### config.mk
export PLATFORM = sky130hd
export DESIGN_NAME = mod_n_counter_flat
export DESIGN_NICKNAME = d
export VERILOG_FILES = /design/src/rtl/mod_n_counter_pkg.sv /design/src/rtl/mod_n_counter_if.sv /design/src/rtl/mod_n_counter_sat_counter.sv /design/src/rtl/mod_n_counter.sv /design/src/flat_wrapper.sv
export SDC_FILE = /design/constraint.sdc
export NUM_CORES = 1
export LEC_CHECK = 0
export ABC_CLOCK_PERIOD_IN_PS = 2620
export CAP_MARGIN = 25
export CORE_MARGIN = 10
export CORE_UTILIZATION = 47
export DETAILED_ROUTE_END_ITERATION = 6
export GPL_ROUTABILITY_DRIVEN = 1
export PLACE_DENSITY = 0.78
export SLEW_MARGIN = 10
export SYNTH_ARGS = -nofsm -noshare
export SYNTH_HDL_FRONTEND = slang
export SYNTH_SLANG_ARGS = --single-unit
### constraint.sdc
create_clock -name clk -period 2.62 [get_ports clk]
set_input_delay 0.524 -clock clk [delete_from_list [all_inputs] [get_ports clk]]
set_output_delay 0.524 -clock clk [all_outputs]
set_load 0.005 [all_outputs]
### src/rtl/mod_n_counter_pkg.sv
// Shared types and defaults for the modulo-N counter family.
package mod_counter_pkg;

  typedef enum logic [0:0] {
    RUN  = 1'b0,
    HALT = 1'b1
  } state_e;

  localparam int DEF_MODULUS = 13;
  localparam int DEF_WIDTH   = 4;
  localparam int DEF_WRAP_W  = 8;

  // Value at which the counter reaches its terminal count for a given direction.
  function automatic int unsigned terminal_val(input logic up, input int unsigned modulus);
    if (up) begin
      return modulus - 32'd1;
    end else begin
      return 32'd0;
    end
  endfunction

endpackage

### src/rtl/mod_n_counter_if.sv
// Control and status bundle of one modulo-N counter stage.
interface mod_n_counter_if #(
  parameter int WIDTH  = 4,
  parameter int WRAP_W = 8
) ();

  logic              en;
  logic              up;
  logic              clear;
  logic              load;
  logic [WIDTH-1:0]  load_val;
  logic              one_shot;
  logic [WIDTH-1:0]  Q;
  logic              tc;
  logic              carry;
  logic              done;
  logic              load_err;
  logic [WRAP_W-1:0] wrap_cnt;

  modport master (
    output en, up, clear, load, load_val, one_shot,
    input  Q, tc, carry, done, load_err, wrap_cnt
  );

  modport slave (
    input  en, up, clear, load, load_val, one_shot,
    output Q, tc, carry, done, load_err, wrap_cnt
  );

endinterface

### src/rtl/mod_n_counter_sat_counter.sv
// Saturating incrementer with synchronous clear; sticks at all-ones.
module sat_counter #(
  parameter int W = 8
) (
  input  logic         clk,
  input  logic         rst_n,
  input  logic         clr_i,
  input  logic         inc_i,
  output logic [W-1:0] cnt_o
);

  logic [W-1:0] cnt_q;
  logic [W-1:0] cnt_d;

  // Next-count selection: clear beats increment, increment stops at all-ones.
  always_comb begin
    cnt_d = cnt_q;
    if (clr_i) begin
      cnt_d = '0;
    end else if (inc_i && (cnt_q != {W{1'b1}})) begin
      cnt_d = cnt_q + {{(W-1){1'b0}}, 1'b1};
    end else begin
      cnt_d = cnt_q;
    end
  end

  // Count register.
  always_ff @(posedge clk or negedge rst_n) begin
    if (!rst_n) begin
      cnt_q <= '0;
    end else begin
      cnt_q <= cnt_d;
    end
  end

  assign cnt_o = cnt_q;

endmodule

### src/rtl/mod_n_counter.sv
// Modulo-N up/down counter with load, clear, one-shot halt, cascade carry and wrap tally.
module mod_n_counter
  import mod_counter_pkg::*;
#(
  parameter int MODULUS = DEF_MODULUS,
  parameter int WIDTH   = DEF_WIDTH,
  parameter int WRAP_W  = DEF_WRAP_W
) (
  input logic            clk,
  input logic            reset,
  mod_n_counter_if.slave bus
);

  localparam logic [WIDTH:0]   MOD_EXT = (WIDTH+1)'(MODULUS);
  localparam logic [WIDTH:0]   ONE_EXT = (WIDTH+1)'(1);
  localparam logic [WIDTH-1:0] LAST    = WIDTH'(MODULUS - 1);

  state_e            state_q;
  state_e            state_d;
  logic [WIDTH-1:0]  q_q;
  logic [WIDTH-1:0]  q_d;
  logic              done_q;
  logic              load_err_q;
  logic              load_err_d;
  logic [WIDTH:0]    q_ext_s;
  logic [WIDTH:0]    step_s;
  logic              tc_s;
  logic              run_s;
  logic              count_s;
  logic              wrap_s;
  logic [WRAP_W-1:0] wrap_cnt_s;

  assign tc_s    = (q_q == WIDTH'(terminal_val(bus.up, int'(MODULUS))));
  assign run_s   = (state_q == RUN);
  assign count_s = bus.en & run_s & ~bus.clear & ~bus.load;
  assign wrap_s  = count_s & tc_s & ~bus.one_shot;

  // Next-state selection: clear > load > count; the step is formed one bit wider and range-checked.
  always_comb begin
    q_ext_s    = {1'b0, q_q};
    step_s     = bus.up ? (q_ext_s + ONE_EXT) : (q_ext_s - ONE_EXT);
    q_d        = q_q;
    state_d    = state_q;
    load_err_d = 1'b0;
    if (bus.clear) begin
      q_d     = '0;
      state_d = RUN;
    end else if (bus.load) begin
      state_d = RUN;
      if ({1'b0, bus.load_val} < MOD_EXT) begin
        q_d = bus.load_val;
      end else begin
        q_d        = LAST;
        load_err_d = 1'b1;
      end
    end else if (count_s) begin
      if (!tc_s) begin
        q_d = (step_s < MOD_EXT) ? step_s[WIDTH-1:0] : LAST;
      end else if (bus.one_shot) begin
        state_d = HALT;
      end else if (bus.up) begin
        q_d = '0;
      end else begin
        q_d = LAST;
      end
    end else begin
      q_d = q_q;
    end
  end

  // Count, state and status registers.
  always_ff @(posedge clk or negedge reset) begin
    if (!reset) begin
      q_q        <= '0;
      state_q    <= RUN;
      done_q     <= 1'b0;
      load_err_q <= 1'b0;
    end else begin
      q_q        <= q_d;
      state_q    <= state_d;
      done_q     <= (state_d == HALT);
      load_err_q <= load_err_d;
    end
  end

  sat_counter #(.W(WRAP_W)) u_wrap (
    .clk   (clk),
    .rst_n (reset),
    .clr_i (bus.clear),
    .inc_i (wrap_s),
    .cnt_o (wrap_cnt_s)
  );

  assign bus.Q        = q_q;
  assign bus.tc       = tc_s;
  assign bus.carry    = tc_s & bus.en & run_s;
  assign bus.done     = done_q;
  assign bus.load_err = load_err_q;
  assign bus.wrap_cnt = wrap_cnt_s;

endmodule
### src/flat_wrapper.sv
// flat-port wrapper written by rule: the top's interface ports become plain ports
module mod_n_counter_flat import mod_counter_pkg::*;
#(
  parameter int MODULUS = DEF_MODULUS,
  parameter int WIDTH   = DEF_WIDTH,
  parameter int WRAP_W  = DEF_WRAP_W
)
  (clk, reset, bus_en, bus_up, bus_clear, bus_load, bus_load_val, bus_one_shot, bus_Q, bus_tc, bus_carry, bus_done, bus_load_err, bus_wrap_cnt);
  mod_n_counter_if #(.WIDTH(WIDTH), .WRAP_W(WRAP_W)) bus_i ();
  input logic clk;
  input logic reset;
  input wire logic [$bits(bus_i.en)-1:0] bus_en;
  input wire logic [$bits(bus_i.up)-1:0] bus_up;
  input wire logic [$bits(bus_i.clear)-1:0] bus_clear;
  input wire logic [$bits(bus_i.load)-1:0] bus_load;
  input wire logic [$bits(bus_i.load_val)-1:0] bus_load_val;
  input wire logic [$bits(bus_i.one_shot)-1:0] bus_one_shot;
  output wire logic [$bits(bus_i.Q)-1:0] bus_Q;
  output wire logic [$bits(bus_i.tc)-1:0] bus_tc;
  output wire logic [$bits(bus_i.carry)-1:0] bus_carry;
  output wire logic [$bits(bus_i.done)-1:0] bus_done;
  output wire logic [$bits(bus_i.load_err)-1:0] bus_load_err;
  output wire logic [$bits(bus_i.wrap_cnt)-1:0] bus_wrap_cnt;
  assign bus_i.en = bus_en;
  assign bus_i.up = bus_up;
  assign bus_i.clear = bus_clear;
  assign bus_i.load = bus_load;
  assign bus_i.load_val = bus_load_val;
  assign bus_i.one_shot = bus_one_shot;
  assign bus_Q = bus_i.Q;
  assign bus_tc = bus_i.tc;
  assign bus_carry = bus_i.carry;
  assign bus_done = bus_i.done;
  assign bus_load_err = bus_i.load_err;
  assign bus_wrap_cnt = bus_i.wrap_cnt;
  mod_n_counter #(.MODULUS(MODULUS), .WIDTH(WIDTH), .WRAP_W(WRAP_W)) u_core (.clk(clk), .reset(reset), .bus(bus_i));
endmodule
Word level (Yosys, flattened, before mapping). Cells that the tools add are included.

Register bits after elaboration: 14. Bits of input ports: 11. Logic and storage cells: 50.

$add $sub $neg: 3. $lt $le $gt $ge: 2. Equal/unequal tests: 3. Muxes and demuxes: 20. Bitwise logic cells: 11. Reduce and logical (&&, ||, !) cells: 7.

Operators by type and width (count): two-way mux 4 bit (9); two-way mux 8 bit (2); nonzero test 3 bit (3); adder 8 x 1 -> 8 bit (second input constant) (1); two-way mux 1 bit (8); != test 8 bit (second input constant) (1); AND 1 bit (7); adder 4 x 1 -> 5 bit (second input constant) (1); < comparator 5 x 4 -> 1 bit (second input constant) (1); two-way mux 5 bit (1); subtractor 4 x 1 -> 5 bit (second input constant) (1); == test 4 bit (1); < comparator 4 bit (second input constant) (1); != test 4 bit (second input constant) (1); NOT 1 bit (4); AND reduction 3 bit (1); AND reduction 2 bit (1); nonzero test 2 bit (1); logical AND 1 bit (1).

Longest topological paths before layout. Gate-level depths: netlist (run 1).

Depth after elaboration: 9. Mapped depth: 9. Gate-level depth less buffers: 7.

Hierarchy. From an unflattened synthesis (run 1), not the netlist that was laid out.

Cell total of the unflattened synthesis: 110. Area, all modules: 1003.5 sq um.

Modules (own cells, without submodules): mod_n_counter (instances 1, cells an instance 61, area an instance 539.3 sq um, sequential area each 150.1 sq um); sat_counter (instances 1, cells an instance 49, area an instance 464.2 sq um, sequential area each 200.2 sq um).

Worst setup path after synthesis (run 1). OpenSTA, ideal clock, no wires.

Kind: in2reg. Start point: input port bus_up. End point: register u_core.u_wrap.cnt_q[4], in the netlist u_core.u_wrap.cnt_o[4]. Arrival time: 1.996 ns. Data required time: 2.542 ns. Path slack: 0.546 ns. Cell stages on the path: 8. Path buffers: 2. Cells stage by stage: inv_1 > ha_1 > and4bb_1 > buf_6 > o2111ai_4 > buf_6 > or3_1 > a21oi_1.

Longest elaborated chain between the ends: 6.

RTL lines: start: declaration (line flat_wrapper.sv:13) `input wire logic [$bits(bus_i.up)-1:0] bus_up;`; two-way mux 4 bit (line mod_n_counter_pkg.sv:15) `if (up) begin`; == test 4 bit (line mod_n_counter.sv:33) `assign tc_s = (q_q == WIDTH'(terminal_val(bus.up, int'(MODULUS))));`; named net bus_tc (line flat_wrapper.sv:19) `output wire logic [$bits(bus_i.tc)-1:0] bus_tc;`; AND 1 bit (2 in a row) (line mod_n_counter.sv:36) `assign wrap_s = count_s & tc_s & ~bus.one_shot;`; logical AND 1 bit (line mod_n_counter_sat_counter.sv:20) `end else if (inc_i && (cnt_q != {W{1'b1}})) begin`; nonzero test 2 bit (no line); end signal: assignment (line mod_n_counter_sat_counter.sv:32) `cnt_q <= cnt_d;`; end: declaration (line mod_n_counter_sat_counter.sv:12) `logic [W-1:0] cnt_q;`.

The timed path passes the listed nets, and every way through them passes these cells. A chain may end at the register's enable or synchronous reset.

Worst setup path in the final report (run 1).
Start point: input port bus_up. End point: output port bus_carry.

Longest elaborated chain between the ends: 4.

RTL lines: two-way mux 4 bit (line mod_n_counter_pkg.sv:15); == test 4 bit (line mod_n_counter.sv:33); AND 1 bit (2 in a row) (line mod_n_counter.sv:96) `assign bus.carry = tc_s & bus.en & run_s;`; end: declaration (line flat_wrapper.sv:20) `output wire logic [$bits(bus_i.carry)-1:0] bus_carry;`.

No other way between the ends.

==> flow_metrics.env, run 1 <==
export IMPL_status="finished clean"
export IMPL_diodes=0
export IMPL_synthArstFlopShare_pct=100
export IMPL_htreeDepth=1
export IMPL_place_hpwl_um=2150
export IMPL_power_share_combinational_pct=32.4
export IMPL_cp_start_kind="input port"
export IMPL_antenna_left=0
export IMPL_io_pins=27
export IMPL_max_freq_mhz=417
export IMPL_sw_frac_of_total_pct=31.4
export IMPL_finalCritPeriodShare_pct=91.5
export IMPL_syn_nets=125
export IMPL_grt_max_degree=15
export IMPL_crit_fanout=3
export IMPL_synth_warnings=0
export IMPL_cts_buffers=3
export IMPL_design_power_total_mw=0.589
export IMPL_cp_end_kind="primary output"
export IMPL_placed_area_um2=1300
export IMPL_tightest_slew_ps=667
export IMPL_crit_top_cell="dlygate4sd2_1"
export IMPL_clockPowerShare_pct=28.0
export IMPL_drv_cap=0
export IMPL_io_buffers=26
export IMPL_cts_root_buf="clkbuf_4"
export IMPL_cts_hold_repair_buffers=0
export IMPL_ir_drop_v=0.000273
export IMPL_avgSynthCellArea_um2=8.95
export IMPL_crit_path_max_incr_delay_ps=260
export IMPL_grt_pass1_wl_um=4600
export IMPL_antenna_found_initial=0
export IMPL_path_buf_inv=4
export IMPL_initial_core_util_pct=49.7
export IMPL_drive_gt1_share_pct=13.9
export IMPL_design_final_nets=161
export IMPL_finalWirelength_um=2760
export IMPL_syn_instance_count=109
export IMPL_whs_ps=547
export IMPL_setup_ws_ps=223
export IMPL_post_route_min_period_ps=2400
export IMPL_vias=990
export IMPL_multi_input_area_um2=589
export IMPL_post_place_ws_ps=-222
export IMPL_route_detailed_drc=0
export IMPL_cpLargestDelayFamily="buffers and inverters"
export IMPL_crit_slowest_cell="dlygate4sd2_1"
export IMPL_synth_edf_count=0
export IMPL_grt_setup_unrepaired="no"
export IMPL_crit_type="input port to primary output"
export IMPL_fin_tns_setup_ps=0
export IMPL_cp_arrival_ps=1870
export IMPL_cts_sinks=14
export IMPL_hold_viol=0
export IMPL_row_count=16
export IMPL_register_area_um2=350
export IMPL_vias_per_cell=5.79
export IMPL_final_max_slew_viol_count=0
export IMPL_track_usage_pct=13.1
export IMPL_p_per_area_nw_per_um2=434
export IMPL_ctsLongestPathBuffers=2
export IMPL_drt_iter0_drc=28
export IMPL_final_cell_mix="clkdlybuf4s50_1, dfrtp_1, nor2_1, a21oi_1, buf_4"
export IMPL_clkLatencyLatePin_ps=290
export IMPL_yosys_most_used_dff="dfrtp_1"
export IMPL_power_frac_seq_pct=39.7
export IMPL_ys_types=36
export IMPL_p_int_mw=0.404
export IMPL_hold_class="flop to flop"
export IMPL_syn2layout_area_growth_pct=39.0
export IMPL_die_h_um=65.6
export IMPL_die_area_um2=4300
export IMPL_synth_cell_area_um2=976
export IMPL_p_leak_nw=0.559
export IMPL_final_common_cell="clkdlybuf4s50_1"
export IMPL_routedWlPerCell_um=16.1
export IMPL_path_cells="dlygate4sd2_1, inv_2, ha_1, and4bb_1, buf_4, and2_1, dlygate4sd2_1"
export IMPL_clk_pin_slew_ps=90
export IMPL_gp_congestion=0.857
export IMPL_switchingPower_mw=0.185
export IMPL_setup_viol=0
export IMPL_firstDrtPassIters=4
export IMPL_cts_tree="built"
export IMPL_grt_overflow=0
export IMPL_ys_seq_area_share_pct=35.9
export IMPL_grt_pass1_vias=1046
export IMPL_final_fill_count=182
export IMPL_relSlewSlack_pct=55.4
export IMPL_crit_required_ps=2100
export IMPL_die_w_um=65.6
export IMPL_clock_skew_final_ps=2.35
export IMPL_core_area_um2=1960
export IMPL_ys_ff_latch=14
export IMPL_design_area_um2=1360
-- flip-flops by register name, summed over array words and instances, names as in the netlist --
signal,cells
u_core.u_wrap.cnt_o,8
u_core.bus.Q,4
u_core.bus.load_err,1
u_core.state_q,1
-- what timing repair did --
action / in CTS / in global routing
resized for setup: 5 / 0
setup endpoints to repair: 2 / 0
setup buffers: 1 / 0
-- final timing paths --
path | start | endpoint | slack (ps) | cells past startpoint
worst max-delay path | bus_up | bus_carry | 220 | 7
worst min-delay path | u_core.state_q$_DFFE_PN0P_ | u_core.state_q$_DFFE_PN0P_ | 550 | 2
worst max register to register | u_core.bus.Q[0]$_DFFE_PN0P_ | u_core.bus.Q[1]$_DFFE_PN0P_ | 420 | 7
worst min register to register | u_core.state_q$_DFFE_PN0P_ | u_core.state_q$_DFFE_PN0P_ | 550 | 2
max in group asynchronous | reset | u_core.u_wrap.cnt_o[7]$_DFFE_PN0P_ | 1560 | 1
min in group asynchronous | reset | u_core.bus.Q[0]$_DFFE_PN0P_ | 640 | 1
-- worst reg2reg max path, delay by kind of cell (launching register included) --
| family | cells | cell delay (ps) |
|---|---|---|
| compound gates | 3 | 670 |
| flops | 1 | 480 |
| fa+ha+maj | 1 | 450 |
| simple gates | 1 | 230 |
| xor+xnor | 1 | 180 |
| buf+inv | 1 | 100 |
-- final cells by class --
class,count,area share (%)
Inverter,4,1.11
Clock buffer,4,2.68
Tap cell,27,2.49
Multi-Input combinational cell,86,43.5
Timing Repair Buffer,36,24.4
Sequential cell,14,25.8
-- synthesized netlist by cell type (all sizes together), types with 2 or more instances --
master,number,area share [%]
xnor2,4,3.6
xor2,3,2.7
nor3,8,5.3
nand2,6,2.3
nand3,5,2.6
o211ai,2,1.5
clkbuf,3,1.2
or3,3,2.1
ha,4,5.1
buf,2,2.3
a21oi,12,6.2
nor2,12,4.6
inv,4,1.5
a21o,2,1.5
a31oi,2,1.3
dfrtp,14,36
o21ai,5,2.6
nand2b,2,1.3
-- logic make-up after synthesis --
kind of cell,after synthesis,share of synthesized area (%)
buffers and inverters,9,5.00
XOR/XNOR,7,6.28
adder cells (fa/ha/maj),5,7.18
multiplexers,1,1.03
AND/OR/NAND/NOR,46,26.4
AO/OA/AOI/OAI,27,18.2
flip-flops,14,35.9
-- through the flow --
stage,instances,util (%)
CTS,171,69.1
global placement,166,66.5
global route,171,69.1
detailed placement,166,66.5
floorplan,109,-
finish,171,69.1
-- layer usage --
| layer | share of wire [%] | routed length, um | GRT usage, % | vias to the layer above |
|---|---|---|---|---|
| met3 | 8.0 | 222 | 4.75 | 4 |
| met4 | 0.91 | 25 | 3.21 | 0 |
| met5 | 0 | 0 | 0 | - |
| met1 | 39 | 1090 | 13.3 | 489 |
| li1 | - | - | - | 463 |
| met2 | 52 | 1420 | 24.8 | 34 |
-- power groups by stage --
stage / registers, mW / logic, mW / clock network, mW
finish: 0.233 / 0.190 / 0.165
global route: 0.235 / 0.206 / 0.176
CTS: 0.233 / 0.186 / 0.165
detailed placement: 0.237 / 0.183 / 0
global placement: 0.237 / 0.176 / 0
floorplan: 0.235 / 0.101 / 0
Power figures use the tool's default switching activity.
==> inputs of run 2 (changes only) <==
--- a/config.mk
+++ b/config.mk
@@ -5,13 +5,14 @@
 export SDC_FILE = /design/constraint.sdc
 export NUM_CORES = 1
 export LEC_CHECK = 0
-export ABC_CLOCK_PERIOD_IN_PS = 2620
 export CAP_MARGIN = 25
+export CORE_ASPECT_RATIO = 0.8
 export CORE_MARGIN = 10
 export CORE_UTILIZATION = 47
 export DETAILED_ROUTE_END_ITERATION = 6
 export GPL_ROUTABILITY_DRIVEN = 1
 export PLACE_DENSITY = 0.78
+export REMOVE_ABC_BUFFERS = 1
 export SLEW_MARGIN = 10
 export SYNTH_ARGS = -nofsm -noshare
 export SYNTH_HDL_FRONTEND = slang
==> flow_metrics.env, run 2 (synthesis gave the netlist of run 1 again) <==
export IMPL_ctsLongestPathBuffers=2
export IMPL_cts_hold_repair_buffers=0
export IMPL_finalWirelength_um=2610
export IMPL_fin_tns_setup_ps=0
export IMPL_worstReg2RegEnd="u_core.bus.Q[1]$_DFFE_PN0P_"
export IMPL_cts_tree="built"
export IMPL_cts_root_buf="clkbuf_4"
export IMPL_max_freq_mhz=395
export IMPL_vias=956
export IMPL_vias_per_cell=5.72
export IMPL_drive_gt1_share_pct=13.3
export IMPL_drt_iter0_drc=61
export IMPL_reg2reg_slack_ps=490
export IMPL_placed_area_um2=1310
export IMPL_grt_setup_unrepaired="no"
export IMPL_routedWlPerCell_um=15.6
export IMPL_drv_cap=0
export IMPL_cp_start_kind="input port"
export IMPL_finalCritPeriodShare_pct=96.7
export IMPL_firstDrtPassIters=4
export IMPL_grt_pass1_wl_um=4390
export IMPL_crit_required_ps=2100
export IMPL_route_detailed_drc=0
export IMPL_core_area_um2=1930
export IMPL_relSlewSlack_pct=57.8
export IMPL_final_common_cell="clkdlybuf4s50_1"
export IMPL_reg2reg_depth=7
export IMPL_hold_viol=0
export IMPL_die_w_um=70.9
export IMPL_antenna_found_initial=0
export IMPL_tightest_slew_ps=631
export IMPL_crit_path_end="bus_carry"
export IMPL_grt_max_degree=15
export IMPL_power_share_combinational_pct=33.7
export IMPL_cp_arrival_ps=2010
export IMPL_grt_overflow=0
export IMPL_largest_register_ffs=8
export IMPL_final_cell_mix="clkdlybuf4s50_1, dfrtp_1, nor2_1, a21oi_1, buf_4"
export IMPL_clockPowerShare_pct=23.2
export IMPL_final_cells=167
export IMPL_row_count=14
export IMPL_diodes=0
export IMPL_p_per_area_nw_per_um2=402
export IMPL_syn2layout_area_growth_pct=37.7
export IMPL_clk_pin_slew_ps=80
export IMPL_ir_drop_v=0.000273
export IMPL_cts_buffers=3
export IMPL_p_int_mw=0.370
export IMPL_status="finished clean"
export IMPL_cp_end_kind="primary output"
export IMPL_clkLatencyLatePin_ps=290
export IMPL_dp_cells=164
export IMPL_track_usage_pct=12.8
export IMPL_sw_frac_of_total_pct=31.5
export IMPL_cp_startpoint="bus_up"
export IMPL_clock_skew_final_ps=2.02
export IMPL_die_area_um2=4310
export IMPL_fin_util_pct=69.7
export IMPL_power_frac_seq_pct=43.1
export IMPL_antenna_left=0
export IMPL_initial_core_util_pct=50.6
export IMPL_setup_viol=0
export IMPL_cts_sinks=14
export IMPL_switchingPower_mw=0.170
export IMPL_io_pins=27
export IMPL_post_route_min_period_ps=2530
export IMPL_multi_input_area_um2=589
export IMPL_gp_congestion=0.833
export IMPL_design_power_total_mw=0.541
export IMPL_design_area_um2=1340
export IMPL_place_hpwl_um=2120
export IMPL_crit_type="input port to primary output"
export IMPL_design_final_nets=161
export IMPL_register_area_um2=350
export IMPL_final_max_slew_viol_count=0
export IMPL_grt_pass1_vias=895
export IMPL_die_h_um=60.8
export IMPL_htreeDepth=1
export IMPL_p_leak_nw=0.551
export IMPL_io_buffers=26
export IMPL_final_fill_count=165
export IMPL_timing_rr_start="u_core.bus.Q[0]$_DFFE_PN0P_"
export IMPL_crit_fanout=4
export IMPL_hold_class="flop to flop"
## run 2: changes by cell type in the layout (fill, tap and decap cells not counted)
cell / previous run / this run
dlygate4sd2_1: 3 / 2
buf_4: 10 / 9
clkdlybuf4s50_1: 23 / 24
clkbuf_8: 1 / 0
buf_6: 0 / 1
## run 2: worst min-delay path by stage
stage	slack, ps	endpoint	from	cells past startpoint
after global routing	620	u_core.u_wrap.cnt_o[7]$_DFFE_PN0P_	u_core.u_wrap.cnt_o[7]$_DFFE_PN0P_	2
after global placement	530	u_core.state_q$_DFFE_PN0P_	u_core.state_q$_DFFE_PN0P_	2
after detailed placement	540	u_core.state_q$_DFFE_PN0P_	u_core.state_q$_DFFE_PN0P_	2
after CTS	570	u_core.state_q$_DFFE_PN0P_	u_core.state_q$_DFFE_PN0P_	2
final	560	u_core.state_q$_DFFE_PN0P_	u_core.state_q$_DFFE_PN0P_	2
after floorplan	230	u_core.bus.Q[0]$_DFFE_PN0P_	reset	0
## run 2: what timing repair did
action / in CTS / in global routing
setup buffers: 0 / 0
pin swaps: 1 / 1
resized for setup: 3 / 2
endpoints found under the setup margin: 2 / 1
## run 2: area by class of cell
class / count / area share (%)
Tap cell: 24 / 2.23
Sequential cell: 14 / 26.1
Multi-Input combinational cell: 86 / 43.9
Clock buffer: 3 / 1.68
Timing Repair Buffer: 36 / 25.0
Inverter: 4 / 1.12
## run 2: layer usage
layer | track usage [%] | vias up | routed length, um
met2 | 19.5 | 37 | 1160
met1 | 15.0 | 447 | 1110
met3 | 6.53 | 6 | 302
met5 | 0 | - | 0
met4 | 5.51 | 0 | 32
li1 | - | 466 | -
## run 2: per-stage QoR
| stage | setup slack (ps) | hold WS [ps] |
|---|---|---|
| after floorplan | 386 | 228 |
| after global placement | -164 | 534 |
| after detailed placement | -194 | 544 |
| after CTS | 59.5 | 567 |
| after global routing | 10.1 | 616 |
| final | 86.7 | 558 |
## run 2: power groups by stage
stage	sequential, mW	combinational (mW)	clock, mW
final	0.233	0.182	0.125
after global routing	0.235	0.202	0.143
after CTS	0.233	0.180	0.127
after detailed placement	0.237	0.180	0
after global placement	0.237	0.173	0
after floorplan	0.235	0.0900	0
## run 2: worst max-delay path: stages
cell,delay (ps)
clkdlybuf4s50_1,490
inv_2,70
ha_1,280
and4bb_1,220
and2_1,150
dlygate4sd2_1,270
==> inputs of run 3 (changes only) <==
--- a/config.mk
+++ b/config.mk
@@ -8,10 +8,10 @@
 export CAP_MARGIN = 25
 export CORE_ASPECT_RATIO = 0.8
 export CORE_MARGIN = 10
-export CORE_UTILIZATION = 47
+export CORE_UTILIZATION = 50
 export DETAILED_ROUTE_END_ITERATION = 6
 export GPL_ROUTABILITY_DRIVEN = 1
-export PLACE_DENSITY = 0.78
+export PLACE_DENSITY = 0.83
 export REMOVE_ABC_BUFFERS = 1
 export SLEW_MARGIN = 10
 export SYNTH_ARGS = -nofsm -noshare
==> constraint.sdc (replaced) <==
create_clock -name clk -period 3.05 [get_ports clk]
set_input_delay 0.61 -clock clk [delete_from_list [all_inputs] [get_ports clk]]
set_output_delay 0.61 -clock clk [all_outputs]
set_load 0.005 [all_outputs]
==> flow_metrics.env, run 3 (synthesis gave the netlist of run 1 again) <==
export IMPL_cts_root_buf="clkbuf_4"
export IMPL_crit_required_ps=2440
export IMPL_hp_start="u_core.state_q$_DFFE_PN0P_"
export IMPL_cts_tree="built"
export IMPL_final_max_slew_viol_count=0
export IMPL_drv_cap=0
export IMPL_finalWirelength_um=2470
export IMPL_htreeDepth=1
export IMPL_setup_viol=0
export IMPL_post_route_min_period_ps=2990
export IMPL_ctsLongestPathBuffers=2
export IMPL_largest_register_ffs=8
export IMPL_die_area_um2=4130
export IMPL_antenna_left=0
export IMPL_route_detailed_drc=0
export IMPL_cts_buffers=3
export IMPL_cts_hold_repair_buffers=0
export IMPL_row_count=14
export IMPL_vias_per_cell=5.70
export IMPL_cp_end_kind="primary output"
export IMPL_vias=940
export IMPL_reg2reg_depth=7
export IMPL_routedWlPerCell_um=15.0
export IMPL_path_cells="clkdlybuf4s50_1, inv_1, ha_1, and4bb_1, and2_4, clkdlybuf4s50_1"
export IMPL_relSlewSlack_pct=57.7
export IMPL_track_usage_pct=12.3
export IMPL_die_h_um=59.5
export IMPL_reg2reg_slack_ps=900
export IMPL_status="finished clean"
export IMPL_fin_tns_setup_ps=0
export IMPL_antenna_found_initial=0
export IMPL_syn2layout_area_growth_pct=35.6
export IMPL_grt_pass1_vias=925
export IMPL_hold_viol=0
export IMPL_tightest_slew_ps=633
export IMPL_diodes=0
export IMPL_p_leak_nw=0.539
export IMPL_placed_area_um2=1280
export IMPL_design_area_um2=1320
export IMPL_design_final_nets=158
export IMPL_drt_iter0_drc=73
export IMPL_crit_path_max_incr_delay_ps=500
export IMPL_finalCritPeriodShare_pct=98.1
export IMPL_firstDrtPassIters=5
export IMPL_grt_overflow=0
export IMPL_crit_fanout=4
export IMPL_grt_max_degree=15
export IMPL_cp_start_kind="input port"
export IMPL_crit_top_cell="clkdlybuf4s50_1"
export IMPL_crit_type="input port to primary output"
export IMPL_final_fill_count=144
export IMPL_max_freq_mhz=334
export IMPL_timing_rr_start="u_core.bus.Q[2]$_DFFE_PN0P_"
export IMPL_gp_congestion=0.800
export IMPL_cts_sinks=14
export IMPL_holdPathEnd="u_core.state_q$_DFFE_PN0P_"
export IMPL_hold_class="flop to flop"
export IMPL_grt_setup_unrepaired="no"
export IMPL_final_common_cell="clkdlybuf4s50_1"
export IMPL_cp_arrival_ps=2380
export IMPL_clkLatencyLatePin_ps=290
export IMPL_final_cell_mix="clkdlybuf4s50_1, dfrtp_1, nor2_1, a21oi_1"
export IMPL_holdPathStages=2
export IMPL_worstReg2RegEnd="u_core.u_wrap.cnt_o[3]$_DFFE_PN0P_"
export IMPL_io_buffers=26
export IMPL_ir_drop_v=0.000342
export IMPL_grt_pass1_wl_um=4190
export IMPL_clock_skew_final_ps=2.22
export IMPL_crit_slowest_cell="clkdlybuf4s50_1"
export IMPL_io_pins=27
export IMPL_drive_gt1_share_pct=11.3
export IMPL_p_per_area_nw_per_um2=373
export IMPL_place_hpwl_um=1930
export IMPL_die_w_um=69.4
export IMPL_initial_core_util_pct=52.1
export IMPL_clk_pin_slew_ps=90
export IMPL_core_area_um2=1870
## run 3: changes by cell type in the layout (fill, tap and decap cells not counted), sizes merged
cell / before / now
dlygate4sd2: 2 / 0
clkbuf: 3 / 4
clkdlybuf4s50: 24 / 26
buf: 10 / 7
## run 3: worst max-delay path by stage
stage,startpoint,endpoint,slack [ps],cells past startpoint
3_5_place_dp,bus_up,bus_carry,50,6
3_3_place_gp,bus_up,bus_carry,100,6
2_1_floorplan,bus_up,u_core.u_wrap.cnt_o[3]$_DFFE_PN0P_,730,6
4_1_cts,bus_up,bus_carry,50,6
5_1_grt,bus_up,bus_carry,10,6
6_report,bus_up,bus_carry,60,6
## run 3: routing by layer
metal  share of wire (%)  wire (um)  global-route usage [%]  vias up
met5                   0          0                       0        -
li1                    -          -                       -      460
met2                  46       1140                    20.4       40
met4                 1.9         48                    5.16        0
met1                  45       1110                    13.8      434
met3                 6.6        163                    5.19        6
## run 3: power by group
part	switching (mW)	leakage, nW	internal [mW]
Clock	0.0658	0.0210	0.0728
Sequential	0.00776	0.192	0.192
Combinational	0.0755	0.326	0.0800
Total	0.149	0.539	0.345
## run 3: cell type report
cell class	instances	area (um^2)	area share [%]
Timing Repair Buffer	33	313	23.6
Sequential cell	14	350	26.5
Clock buffer	4	36.3	2.74
Inverter	4	15.0	1.13
Multi-Input combinational cell	86	579	43.8
Tap cell	24	30.0	2.27
## run 3: through the flow
step           instances  worst slack, ps  total power [mW]  hold WS (ps)  utilization, %
6_report             165             59.4             0.494           553            70.6
5_1_grt              165             14.2             0.525           573            70.6
4_1_cts              165             48.4             0.497           552            70.5
3_5_place_dp         161             49.2             0.357           531            68.6
3_3_place_gp         161             97.2             0.350           534            68.6
2_1_floorplan        104              730             0.279           314               -
## run 3: timing repair
item | CTS | global route
buffers inserted | 0 | 0
resized for setup | 0 | 1
setup endpoints to repair | 0 | 1
## run 3: critical path: cells and delay by family
family	cells	cell delay [ps]
and+or+nand+nor	2	410
adders and majority gates	1	300
buffers and inverters	3	1060
